`src/rtl/game_link_tx.sv`:
```
// game_link_tx: snapshots game state and sends it as an 8N1 UART packet; optional XOR checksum byte via GAME_LINK_CHECKSUM_EN.
// Latency: start bit on tx the cycle after send_req is sampled in IDLE; packet lasts NBYTES*10*CLK_DIV cycles.
// Backpressure: requests while busy collapse into one pending packet, started the cycle after pkt_done.
module game_link_tx #(
  parameter int         CLK_DIV = 564,
  parameter logic [7:0] HEADER  = 8'hA5
) (
  input  logic        clk,
  input  logic        rst,
  input  logic        send_req,
  input  logic [1:0]  mode,
  input  logic        player1,
  input  logic        player2,
  input  logic        collision,
  input  logic [11:0] xpos,
  input  logic [11:0] ypos,
  output logic        tx,
  output logic        busy,
  output logic        pkt_done
);

  localparam int            CW        = ($clog2(CLK_DIV) > 16) ? $clog2(CLK_DIV) : 16;
  localparam logic [CW-1:0] BAUD_LAST = CW'(CLK_DIV - 1);
`ifdef GAME_LINK_CHECKSUM_EN
  localparam logic [2:0]    LAST_BYTE = 3'd5;
`else
  localparam logic [2:0]    LAST_BYTE = 3'd4;
`endif

  typedef enum logic [1:0] {IDLE, START_BIT, DATA_BITS, STOP_BIT} state_t;

  state_t        state;
  logic [CW-1:0] baud_cnt;
  logic [2:0]    bit_idx;
  logic [2:0]    byte_idx;
  logic [2:0]    seq;
  logic [7:0]    shift;
  logic [7:0]    b1, b2, b3, b4;
  logic [7:0]    next_byte;
  logic          pending;
  logic          baud_end;

  assign baud_end = (baud_cnt == BAUD_LAST);

  // Byte that follows the one currently on the wire.
  always_comb begin
    next_byte = HEADER;
    case (byte_idx)
      3'd0:    next_byte = b1;
      3'd1:    next_byte = b2;
      3'd2:    next_byte = b3;
      3'd3:    next_byte = b4;
`ifdef GAME_LINK_CHECKSUM_EN
      3'd4:    next_byte = b1 ^ b2 ^ b3 ^ b4;
`endif
      default: next_byte = HEADER;
    endcase
  end

  always_ff @(posedge clk) begin
    if (rst) begin
      state    <= IDLE;
      tx       <= 1'b1;
      busy     <= 1'b0;
      pkt_done <= 1'b0;
      pending  <= 1'b0;
      seq      <= 3'd0;
      baud_cnt <= '0;
      bit_idx  <= 3'd0;
      byte_idx <= 3'd0;
      shift    <= 8'd0;
      b1       <= 8'd0;
      b2       <= 8'd0;
      b3       <= 8'd0;
      b4       <= 8'd0;
    end else begin
      pkt_done <= 1'b0;
      if (state != IDLE && send_req) pending <= 1'b1;
      case (state)
        IDLE: begin
          if (send_req || pending) begin
            state    <= START_BIT;
            tx       <= 1'b0;
            busy     <= 1'b1;
            pending  <= 1'b0;
            baud_cnt <= '0;
            byte_idx <= 3'd0;
            bit_idx  <= 3'd0;
            shift    <= HEADER;
            b1       <= {mode, player1, player2, collision, seq};
            b2       <= xpos[7:0];
            b3       <= {xpos[11:8], ypos[11:8]};
            b4       <= ypos[7:0];
          end
        end
        START_BIT: begin
          if (baud_end) begin
            baud_cnt <= '0;
            state    <= DATA_BITS;
            bit_idx  <= 3'd0;
            tx       <= shift[0];
            shift    <= {1'b0, shift[7:1]};
          end else begin
            baud_cnt <= baud_cnt + CW'(1);
          end
        end
        DATA_BITS: begin
          if (baud_end) begin
            baud_cnt <= '0;
            if (bit_idx == 3'd7) begin
              state <= STOP_BIT;
              tx    <= 1'b1;
            end else begin
              bit_idx <= bit_idx + 3'd1;
              tx      <= shift[0];
              shift   <= {1'b0, shift[7:1]};
            end
          end else begin
            baud_cnt <= baud_cnt + CW'(1);
          end
        end
        STOP_BIT: begin
          if (baud_end) begin
            baud_cnt <= '0;
            if (byte_idx == LAST_BYTE) begin
              state    <= IDLE;
              tx       <= 1'b1;
              busy     <= 1'b0;
              pkt_done <= 1'b1;
              seq      <= seq + 3'd1;
            end else begin
              state    <= START_BIT;
              tx       <= 1'b0;
              byte_idx <= byte_idx + 3'd1;
              shift    <= next_byte;
            end
          end else begin
            baud_cnt <= baud_cnt + CW'(1);
          end
        end
        default: state <= IDLE;
      endcase
    end
  end

endmodule

```
`config.mk`:
```
export PLATFORM = sky130hd
export DESIGN_NAME = game_link_tx
export DESIGN_NICKNAME = d
export VERILOG_FILES = /design/src/rtl/game_link_tx.sv
export SDC_FILE = /design/constraint.sdc
export NUM_CORES = 1
export LEC_CHECK = 0
export ABC_CLOCK_PERIOD_IN_PS = 3070
export BUFFER_PORTS_ARGS = -buffer_cell sky130_fd_sc_hd__buf_2
export CAP_MARGIN = 30
export CORE_ASPECT_RATIO = 2
export CORE_MARGIN = 2
export CORE_UTILIZATION = 40
export CTS_CLUSTER_DIAMETER = 200
export DETAILED_ROUTE_END_ITERATION = 10
export GPL_TIMING_DRIVEN = 0
export HOLD_SLACK_MARGIN = 0.1
export PLACE_DENSITY_LB_ADDON = 0.1
export SLEW_MARGIN = 20
export SYNTH_ARGS = -nofsm -noshare
export SYNTH_HDL_FRONTEND = slang
export SYNTH_SLANG_ARGS = --single-unit
```
`constraint.sdc`:
```
create_clock -name clk -period 3.07 [get_ports clk]
set_input_delay 0 -clock clk [delete_from_list [all_inputs] [get_ports clk]]
set_output_delay 0 -clock clk [all_outputs]
set_load 0.02 [all_outputs]
```
### Word level (Yosys, flattened, before mapping)

Cells that the tools add are included.

| storage, ports and cells | value |
|---|---|
| register bits after elaboration | 71 |
| output and inout port bits | 3 |

| operators by class | value |
|---|---|
| $add $sub $neg | 4 |
| eq/ne operators | 17 |
| muxes and demuxes | 40 |
| bitwise logic cells | 2 |
| reduce and logical (&&, ||, !) cells | 17 |

Operators by type and width:

| kind | count |
|---|---|
| $pmux W8 S4 | 2 |
| $mux W8 | 6 |
| $mux W16 | 2 |
| $pmux W16 S2 | 1 |
| $mux W3 | 6 |
| $add A16 B1 Y16 const B | 1 |
| $eq A16 B10 Y1 const B | 1 |
| $ne A2 B2 Y1 const B | 8 |
| $mux W1 | 13 |
| $reduce_and A4 Y1 | 3 |
| $mux W2 | 5 |
| $reduce_and A5 Y1 | 2 |
| $add A3 B1 Y3 const B | 3 |
| $pmux W3 S3 | 1 |
| $pmux W2 S4 | 1 |
| $eq A3 B2 Y1 const B | 2 |
| $eq A3 B3 Y1 const B | 2 |
| $pmux W3 S2 | 1 |
| $reduce_and A6 Y1 | 1 |
| $reduce_or A3 Y1 | 2 |
| $eq A2 B2 Y1 const B | 2 |
| $pmux W1 S4 | 1 |
| $reduce_bool A2 Y1 | 2 |
| $eq A3 B1 Y1 const B | 1 |
| other kinds (10) | 11 |

### Logic depth before layout (Yosys ltp)

Gate-level depths: netlist of run 1.

| logic depth | value |
|---|---|
| depth in word-level cells | 5 |
| gate-level depth with buffers | 9 |
| mapped depth without buffers | 7 |

### Least setup slack after synthesis of run 1

Ideal clock, no wire load.

| timing path | value |
|---|---|
| kind | reg-to-reg |
| from | register state[0] |
| to | register bit_idx[1] |
| setup time | 0.124 ns |
| arrival time | 1.690 ns |
| required time | 2.946 ns |
| setup slack | 1.256 ns |
| stages on the path, launching flop included | 9 |
| path buffers | 1 |
| path through | dfxtp_1 > inv_1 > ha_1 > buf_2 > nor3b_2 > nor2_1 > and4b_1 > a31oi_1 > o21ai_0 |

| on the way | value |
|---|---|
| longest elaborated chain between the ends | 3 |

Ends and longest elaborated chain:

| element | RTL line | text |
|---|---|---|
| start: declaration | 32 | `state_t state;` |
| start signal: assignment | 62 | `state <= IDLE;` |
| start signal: assignment | 82 | `state <= START_BIT;` |
| start signal: assignment | 99 | `state <= DATA_BITS;` |
| $eq A2 B2 Y1 (tied with other cells) | 79 | `case (state)` |
| $ne A2 B2 Y1 (no source line) / $reduce_bool A3 Y1 (equally long branches) | -- |  |
| $reduce_and A5 Y1 (no source line) | -- |  |
| end signal: assignment | 114 | `bit_idx <= bit_idx + 3'd1;` |
| end: declaration | 34 | `logic [2:0] bit_idx;` |

Parallel ways exist; a longest one is shown, timed or not.
A chain may end at the register's enable or synchronous reset.

### Worst setup path in the final report of run 1

Ends and elaborated chain as after synthesis.

==> results of run 1 <==
==> path summary, 6_finish.rpt <==
path / start / to / slack, ns
setup / recovery: state[0]$_SDFFE_PP0P_ / bit_idx[1]$_SDFFE_PP0P_ / 0.70
hold / removal: ypos[6] / b4[6]$_SDFFE_PP0P_ / 0.45
setup reg to reg: state[0]$_SDFFE_PP0P_ / bit_idx[1]$_SDFFE_PP0P_ / 0.70
hold reg to reg: b2[1]$_SDFFE_PP0P_ / b2[1]$_SDFFE_PP0P_ / 0.46
==> metal layers <==
layer / part of all wire, % / vias to the layer above / global-route usage [%]
li1: - / 1693 / -
met1: 36 / 1591 / 21.2
met2: 58 / 73 / 43.6
met3: 2.3 / 25 / 3.05
met4: 3.5 / 0 / 13.6
met5: 0 / - / 0
==> cell usage in the layout, fill, tap and decap left out, drive strengths merged, types with 4 or more instances in the layout <==
cell type,Yosys,layout
a31oi,4,4
ha,13,13
nand3,7,7
o21ai,20,20
a222oi,7,7
nor3,11,11
a211oi,4,4
a21boi,4,4
nand2b,5,5
clkbuf,18,29
dlygate4sd3,0,31
buf,9,43
inv,7,7
a311oi,14,14
nand4,8,8
nand2,94,94
nor2,24,24
dfxtp,71,71
a21oi,62,62
==> tightest hold or removal path, stage by stage <==
cell           delay [ns]
dlygate4sd3_1        0.53
buf_2                0.12
nand2_1              0.04
a21oi_1              0.05
==> flip-flops by register name (all words and copies together), names as in the netlist, 2 cells and up <==
signal,count
b1,8
b2,8
b3,8
b4,8
baud_cnt,16
bit_idx,3
byte_idx,3
seq,3
shift,8
state,2
==> where the power goes <==
part | internal (uW) | switching (uW) | total (uW) | leakage (uW)
Sequential | 1060 | 100 | 1160 | 0.000579
Clock | 817 | 416 | 1230 | 0.000162
Combinational | 393 | 718 | 1110 | 0.000888
Total | 2270 | 1230 | 3510 | 0.00163
==> stage by stage <==
stage,hold slack (ns),worst slack (ns),util (%),std cells
2_1_floorplan,0.136,1.26,-,425
3_3_place_gp,0.241,0.746,44.2,559
3_5_place_dp,0.247,0.706,44.2,559
4_1_cts,0.444,0.693,51.9,606
5_1_grt,0.469,0.498,51.9,606
6_report,0.451,0.697,51.9,606
==> final cells by class <==
class	instances	area share, %
clock inverters	5	2.38
flip-flops and latches	71	32.1
plain buffers	27	3.08
clock buffers	11	5.49
repair buffers	65	10.9
inverters	8	0.679
multi-input cells	319	42.6
well taps	100	2.83
==> logic make-up (layout without fill, tap and decap cells) <==
kind of cell               Yosys count  after routing  synth area share (%)
muxes                                3              3                 0.865
DFF                                 71             71                  41.0
adders and majority gates           13             13                  4.69
xor gates and xnor gates             2              2                 0.505
buffers and inverters               35            116                  4.79
AOI/OAI and AO/OA                  132            132                  23.9
and+or+nand+nor                    169            169                  24.3
==> run_results.csv, run 1 <==
group,metric,value,unit
status,status,"finished clean",
floorplanning,ioPinCount,35,
detailed_routing,drt_iter0_markers,225,
yosys,synth_area_per_cell,8.17,sq um
critical_path,cp_cell_sequence,"inv_1 -> ha_1 -> buf_2 -> nor3b_2 -> nor2_1 -> and4b_1 -> a31oi_1 -> o21ai_0",
final_layout,antennaDiodeCount,0,
detailed_routing,num_vias,3382,
critical_path,worst-path-max-fanout,10,
yosys,synthDistinctLibCells,57,
final_layout,drive_gt1_share,13.0,%
critical_path,critPathTopFamily,"simple AND/OR/NAND/NOR gates",
placement,dp_hpwl,7470,um
power,power_leakage,0.00163,uW
grt,grt_pass1_vias,3345,
grt,grt_max_degree,13,
yosys,synth_most_common_cell,"nand2_1",
floorplanning,rows,48,
detailed_routing,firstDrtPassIters,5,
clock_tree,clock_path_buffers,2,
yosys,yosys_register_bits,71,
yosys,synth_common_cells,"93 x nand2_1, 71 x dfxtp_1, 62 x a21oi_1",
floorplanning,initial_core_util,40.7,%
placement,gp_congestion,0.850,
detailed_routing,wire_per_inst,16.9,um
detailed_routing,antenna_left,0,
final_layout,fin_area,4420,sq um
placement,placed_area,3770,sq um
final_layout,multi_input_area,1880,sq um
clock_tree,cts_resized,0,
yosys,synth_ff_type,"dfxtp_1",
critical_path,worst-setup-path-type,"flop to flop",
critical_path,cp_slowest_cell,"nor3b_2",
clock_tree,ctsHtreeMaxLevel,3,
yosys,syn-num-nets,470,
yosys,synth_edf_count,0,
clock_tree,cts_hold_buf,31,
power,power.density,793,nW/um^2
yosys,ys_top_cells_by_area,"dfxtp_1 41%, nand2_1 10%, a21oi_1 8.9%",
clock_tree,cts.sinks,71,
sta,rsz0062_at_grt,"no",
detailed_routing,drc_errors,0,
clock_tree,cts_buffers,9,
final_layout,num-fill-cells,827,
detailed_routing,via_per_inst,5.58,
power,fin_total_pwr,3510,uW
sta,period_minus_slack,2.37,ns
final_layout,seq_area,1420,sq um
sta,worstMarginPinSlew,0.777,ns
job,cap_violations,0,
floorplanning,die_area,9480,sq um
sta,setup_violations,0,
yosys,synth_area,3470,sq um
yosys,synth_top_area_share,41.0,%
detailed_routing,drt_wl_total,10200,um
critical_path,worstSetupStartpointType,"flop",
grt,antenna_found_initial,0,
critical_path,cp_num_buf_inv,2,
sta,tns,0,ns
yosys,syn_inst,425,
floorplanning,core_area,8530,sq um
final_layout,fin_nets,546,
critical_path,worstSetupEndpointType,"flop",
critical_path,cp.arrival,2.59,ns
clock_tree,root_buffer,"clkbuf_16",
critical_path,ff2ff_path_depth,8,
grt,overflow,0,
yosys,async_flop_share,0,%
sta,slew_viol_final,0,
critical_path,crit_required,3.29,ns
clock_tree,clk_latency,0.33,ns
min_path,holdPathStages,4,
sta,max-slew-margin-rel,47.9,%
yosys,synth_sequential_area_ratio,41.0,%
final_layout,area_growth,27.5,%
sta,fin_skew,0.00516,ns
power,max-vdd-ir-drop,0.419,mV
sta,fmax,0.421,GHz
grt,grt_pass1_wl,16400,um
floorplanning,die-width,69.9,um
clock_tree,cts_setup_buffers,0,
placement,io_buffers,34,
sta,finalCritPeriodShare,77.3,%
grt,track_usage,22.3,%
floorplanning,die_y,136,um
yosys,ys_warn_count,0,
min_path,min_path_type,"input pin to flop",
critical_path,max_stage_delay,0.69,ns
clock_tree,clkTransAtPathRegs,0.06,ns
clock_tree,cts_tree,"built",
sta,finalHoldViolCount,0,
yosys,yosys.area.top_type,"dfxtp_1",
critical_path,path_depth,8,
Note: power is estimated with default switching activity, not from simulation.
==> inputs of run 2 (changes only) <==
--- a/config.mk
+++ b/config.mk
@@ -5,7 +5,7 @@
 export SDC_FILE = /design/constraint.sdc
 export NUM_CORES = 1
 export LEC_CHECK = 0
-export ABC_CLOCK_PERIOD_IN_PS = 3070
+export ABC_CLOCK_PERIOD_IN_PS = 2050
 export BUFFER_PORTS_ARGS = -buffer_cell sky130_fd_sc_hd__buf_2
 export CAP_MARGIN = 30
 export CORE_ASPECT_RATIO = 2
==> constraint.sdc (replaced) <==
create_clock -name clk -period 2.05 [get_ports clk]
set_input_delay 0 -clock clk [delete_from_list [all_inputs] [get_ports clk]]
set_output_delay 0 -clock clk [all_outputs]
set_load 0.02 [all_outputs]
==> run 2 against run 1 <==
Effect of this change:
- die area did not move
- wire length up 1.1%
- critical endpoint is now baud_cnt[7]$_SDFFE_PP0N_
- flip-flop and latch count stayed put
- worst setup slack got worse by 0.57 ns
- sequential share of layout area fell by 0.48 points
- cell area up 1.6%
- via count up 0.95%
- critical path depth is the same
- sequential power increased by 51%
- count of clock-buffer cells in the layout did not move
- register-to-register slack got worse by 0.57 ns
- utilization is 0.84 points higher
==> run_results.csv, run 2 (synthesized netlist as in run 1, its figures left out) <==
group,metric,value,unit
final_layout,drive_gt1_share,16.2,%
final_layout,largest_register_ff_count,16,
clock_tree,cts_tree,"built",
clock_tree,clk_latency,0.33,ns
floorplanning,ioPinCount,35,
clock_tree,clock_path_buffers,2,
grt,antenna_found_initial,0,
final_layout,final_common_cell,"nand2_1",
floorplanning,die_area,9480,sq um
detailed_routing,wl_met2,5920,um
clock_tree,root_buffer,"clkbuf_16",
critical_path,reg2reg_from,"baud_cnt[0]$_SDFFE_PP0N_",
final_layout,largest-register,"baud_cnt",
placement,post-place-cells,559,
floorplanning,die-width,69.9,um
floorplanning,core_area,8530,sq um
sta,tns,0,ns
critical_path,worstSetupStartpointType,"flop",
final_layout,area_growth,29.5,%
power,pwr-share-comb,33.7,%
sta,worstMarginPinSlew,0.624,ns
final_layout,layout.cells.non_filler,606,
critical_path,cp.arrival,2.16,ns
critical_path,critPathTopFamily,"simple AND/OR/NAND/NOR gates",
final_layout,antennaDiodeCount,0,
critical_path,critPathCapture,"baud_cnt[7]$_SDFFE_PP0N_",
detailed_routing,firstDrtPassIters,5,
power,p_sw,1900,uW
status,status,"finished clean",
sta,setup_violations,0,
power,internal-power,3510,uW
critical_path,worst-path-max-fanout,10,
placement,dp_hpwl,7470,um
clock_tree,ctsHtreeMaxLevel,3,
power,power.density,1200,nW/um^2
sta,finalHoldViolCount,0,
detailed_routing,num_vias,3414,
critical_path,path_depth,8,
sta,period_minus_slack,1.92,ns
grt,grt_max_degree,13,
grt,overflow,0,
detailed_routing,dr_wl_met3,283,um
critical_path,ff2ff_path_depth,8,
placement,io_buffers,34,
critical_path,reg2reg_to,"baud_cnt[7]$_SDFFE_PP0N_",
grt,grt_pass1_vias,3359,
sta,fin_skew,0.00649,ns
detailed_routing,antenna_left,0,
final_layout,fin_nets,546,
critical_path,worstSetupEndpointType,"flop",
detailed_routing,highest_layer,"met4",
grt,grt_pass1_wl,16600,um
critical_path,max_stage_delay,0.34,ns
floorplanning,die_y,136,um
critical_path,cp_cell_sequence,"ha_1 -> and4b_2 -> and4_4 -> nor2_4 -> buf_6 -> buf_6 -> nand2_1 -> a311oi_2",
power,clock_power_share,34.0,%
final_layout,mostFrequentLayoutCells,"93 x nand2_1, 70 x dfxtp_1, 62 x a21oi_1, 35 x buf_2, 31 x dlygate4sd3_1",
power,power_leakage,0.00167,uW
power,seqPwrFrac,32.3,%
clock_tree,clkTransAtPathRegs,0.06,ns
power,max-vdd-ir-drop,0.636,mV
sta,fmax,0.521,GHz
critical_path,crit_required,2.30,ns
sta,finalCritPeriodShare,93.6,%
critical_path,path_common_cell,"buf_6",
sta,slew_viol_final,0,
detailed_routing,drc_errors,0,
clock_tree,cts_buffers,9,
floorplanning,rows,48,
clock_tree,cts.sinks,71,
critical_path,cp_slowest_cell,"dfxtp_1",
detailed_routing,via_per_inst,5.63,
power,switching_share,35.1,%
critical_path,critPathLaunch,"baud_cnt[0]$_SDFFE_PP0N_",
critical_path,rrSetupSlack,0.13,ns
grt,track_usage,22.5,%
job,cap_violations,0,
detailed_routing,wl_met1,3710,um
critical_path,worst-setup-path-type,"flop to flop",
detailed_routing,wire_per_inst,17.1,um
critical_path,cp_num_buf_inv,2,
detailed_routing,drt_iter0_markers,227,
placement,gp_congestion,0.850,
detailed_routing,drt_wl_total,10300,um
final_layout,final_util,52.7,%
min_path,min_path_type,"input pin to flop",
floorplanning,initial_core_util,40.7,%
sta,max-slew-margin-rel,58.4,%
run 2: cell count changes in the layout (fill, tap and decap cells not counted), moves of 2 or more:
cell,delta
buf_4,+3
clkbuf_1,-10
clkbuf_2,+5
nor2_4,+2
nor2_1,-2
run 2: timing repair:
item | in CTS | in global routing
hold endpoints to repair | 31 | 0
buffers inserted | 2 | 2
endpoints found under the setup margin | 50 | 56
cloned | 0 | 0
gates resized for setup | 6 | 17
hold buffers | 31 | 0
pin swaps | 0 | 3
run 2: worst min path at each step:
stage | start | to | slack, ns | depth (start not counted)
after floorplan | xpos[1] | b2[1]$_SDFFE_PP0P_ | 0.14 | 2
after global placement | xpos[9] | b3[5]$_SDFFE_PP0P_ | 0.24 | 3
after detailed placement | ypos[3] | b4[3]$_SDFFE_PP0P_ | 0.25 | 3
after CTS | ypos[8] | b3[0]$_SDFFE_PP0P_ | 0.44 | 4
after global routing | ypos[3] | b4[3]$_SDFFE_PP0P_ | 0.47 | 4
final | ypos[6] | b4[6]$_SDFFE_PP0P_ | 0.45 | 4
run 2: final cells by class:
class                      count  area (sq um)
fill                         820          4030
buffer                        23           135
multi-input combinational    319          1920
timing repair buffer          69           510
clock inverter                 5           105
inverter                       8          30.0
sequential                    71          1420
tap                          100           125
clock buffer                  11           243
run 2: power groups by stage:
stage	clock network (uW)	logic, uW	registers, uW
floorplan	0	1180	1730
global placement	0	1610	1770
detailed placement	0	1630	1780
CTS	1860	1740	1750
global route	1910	2030	1770
finish	1840	1820	1750
run 2: per-layer routing:
layer	vias to the layer above	track usage [%]
li1	1696	-
met3	28	3.20
met5	-	0
met4	0	14.9
met1	1612	21.2
met2	78	43.4
run 2: metrics by stage:
step / cell area (sq um) / setup slack [ns] / hold slack, ns / power, uW
2_1_floorplan: 3470 / 0.236 / 0.136 / 2920
3_3_place_gp: 3770 / -0.274 / 0.241 / 3380
3_5_place_dp: 3770 / -0.314 / 0.247 / 3400
4_1_cts: 4450 / -0.000846 / 0.444 / 5350
5_1_grt: 4500 / -0.00474 / 0.469 / 5710
6_report: 4500 / 0.131 / 0.449 / 5410
run 2: worst register-to-register path, delay by kind of cell (launching register included):
kind | cells | cell delay [ns]
compound gates | 1 | 0.26
fa+ha+maj | 1 | 0.24
buf+inv | 2 | 0.31
flops | 1 | 0.34
simple gates | 4 | 0.68
==> inputs of run 3 (changes only) <==
--- a/config.mk
+++ b/config.mk
@@ -8,12 +8,10 @@
 export ABC_CLOCK_PERIOD_IN_PS = 2050
 export BUFFER_PORTS_ARGS = -buffer_cell sky130_fd_sc_hd__buf_2
 export CAP_MARGIN = 30
-export CORE_ASPECT_RATIO = 2
 export CORE_MARGIN = 2
 export CORE_UTILIZATION = 40
 export CTS_CLUSTER_DIAMETER = 200
 export DETAILED_ROUTE_END_ITERATION = 10
-export GPL_TIMING_DRIVEN = 0
 export HOLD_SLACK_MARGIN = 0.1
 export PLACE_DENSITY_LB_ADDON = 0.1
 export SLEW_MARGIN = 20
==> run 3 against run 2 <==
Effect of this change:
- via count down 3.7%
- cell area down 3.9%
- non-clock buffer count is 4 lower
- sequential power about the same
- wire length down 13%
- worst setup slack improved by 0.055 ns
- largest power group is now sequential cells
==> run_results.csv, run 3 (synthesized netlist as in run 1, its figures left out) <==
group,metric,value,unit
status,status,"finished clean",
grt,antenna_found_initial,0,
sta,rsz0062_at_grt,"no",
final_layout,layout.cells.non_filler,607,
clock_tree,cts_tree,"built",
grt,track_usage,19.5,%
clock_tree,ctsHtreeMaxLevel,3,
sta,finalHoldViolCount,0,
final_layout,drive_gt1_share,17.5,%
clock_tree,clock_path_buffers,2,
clock_tree,cts.sinks,71,
sta,period_minus_slack,1.86,ns
final_layout,final_common_cell,"nand2_1",
clock_tree,root_buffer,"clkbuf_8",
placement,gp_congestion,0.788,
final_layout,antennaDiodeCount,0,
critical_path,worstSetupStartpointType,"flop",
critical_path,cp.arrival,2.12,ns
detailed_routing,drt_iter0_markers,213,
placement,pre_cts_ws,0.123,ns
detailed_routing,antenna_left,0,
sta,finalCritPeriodShare,90.9,%
job,cap_violations,0,
placement,io_buffers,34,
grt,grt_max_degree,37,
final_layout,area_growth,24.4,%
placement,dp_hpwl,6090,um
final_layout,fin_nets,542,
power,max-vdd-ir-drop,0.410,mV
sta,worstMarginPinSlew,0.504,ns
detailed_routing,wire_per_inst,14.9,um
clock_tree,cts_buffers,9,
final_layout,mostFrequentLayoutCells,"93 x nand2_1, 71 x dfxtp_1, 62 x a21oi_1, 34 x buf_2, 31 x dlygate4sd3_1",
floorplanning,die_y,97.2,um
power,power_leakage,0.00161,uW
floorplanning,ioPinCount,35,
detailed_routing,num_vias,3287,
placement,post-place-cells,557,
final_layout,largest-register,"baud_cnt",
critical_path,worst-path-max-fanout,9,
detailed_routing,firstDrtPassIters,4,
grt,overflow,0,
final_layout,largest_register_ff_count,16,
detailed_routing,via_per_inst,5.42,
sta,tns,0,ns
floorplanning,initial_core_util,41.8,%
sta,setup_violations,0,
critical_path,worst-setup-path-type,"flop to flop",
critical_path,crit_required,2.31,ns
critical_path,worstSetupEndpointType,"flop",
min_path,min_path_type,"input pin to flop",
detailed_routing,drc_errors,0,
floorplanning,rows,33,
clock_tree,clkTransAtPathRegs,0.08,ns
detailed_routing,drt_wl_total,9030,um
sta,max-slew-margin-rel,66.2,%
grt,grt_pass1_wl,15200,um
grt,grt_pass1_vias,3149,
floorplanning,die-width,97.2,um
clock_tree,clk_latency,0.35,ns
floorplanning,core_area,8300,sq um
floorplanning,die_area,9440,sq um
power,power.density,1030,nW/um^2
sta,fin_skew,0.0107,ns
sta,slew_viol_final,0,
sta,fmax,0.537,GHz
sta,fin_ws,0.186,ns
run 3: cell type report:
type                            count  area (sq um)
Clock buffer                       10           138
Clock inverter                      6          45.0
Fill cell                         828          3980
Inverter                            8          30.0
Multi-Input combinational cell    319          1900
Sequential cell                    71          1420
Tap cell                          105           131
Timing Repair Buffer               88           653
run 3: critical path: stages, from the launching register on:
cell and delay [ns]:
dfxtp_1 0.35, ha_1 0.24, and4b_2 0.29, and4_4 0.20
buf_4 0.15, a311o_1 0.31, a311oi_1 0.24
run 3: path summary, 6_finish.rpt:
check,start,end,slack (ns),depth (start not counted)
setup / recovery,baud_cnt[0]$_SDFFE_PP0N_,baud_cnt[10]$_SDFFE_PP0N_,0.19,6
hold / removal,xpos[5],b2[5]$_SDFFE_PP0P_,0.43,4
hold reg to reg,b2[3]$_SDFFE_PP0P_,b2[3]$_SDFFE_PP0P_,0.46,2
setup reg to reg,baud_cnt[0]$_SDFFE_PP0N_,baud_cnt[10]$_SDFFE_PP0N_,0.19,6
run 3: power breakdown:
part | total [uW] | switching [uW] | internal [uW]
sequential | 1730 | 138 | 1590
combinational | 1670 | 1040 | 630
clock | 1060 | 579 | 476
total | 4450 | 1760 | 2700
run 3: metal layers:
layer | up-vias | track usage, % | share of wire (%)
li1 | 1689 | - | -
met1 | 1528 | 27.3 | 50
met3 | 14 | 3.45 | 3.4
met4 | 0 | 7.48 | 1.6
met5 | - | 0 | 0
met2 | 56 | 30.0 | 45
run 3: through the flow:
| stage | power (uW) | hold WS [ns] | area [sq um] | util (%) |
|---|---|---|---|---|
| 2_1_floorplan | 2920 | 0.136 | 3470 | - |
| 3_3_place_gp | 3350 | 0.240 | 3790 | 45.7 |
| 3_5_place_dp | 3370 | 0.248 | 3790 | 45.7 |
| 4_1_cts | 4480 | 0.417 | 4290 | 51.6 |
| 5_1_grt | 4760 | 0.428 | 4320 | 52.0 |
| 6_report | 4450 | 0.434 | 4320 | 52.0 |
run 3: what timing repair did:
item,4_1_cts,5_1_grt
endpoints found under the hold margin,32,0
setup buffers,0,3
endpoints found under the setup margin,0,4
hold buffers,31,0
gates resized for setup,0,3
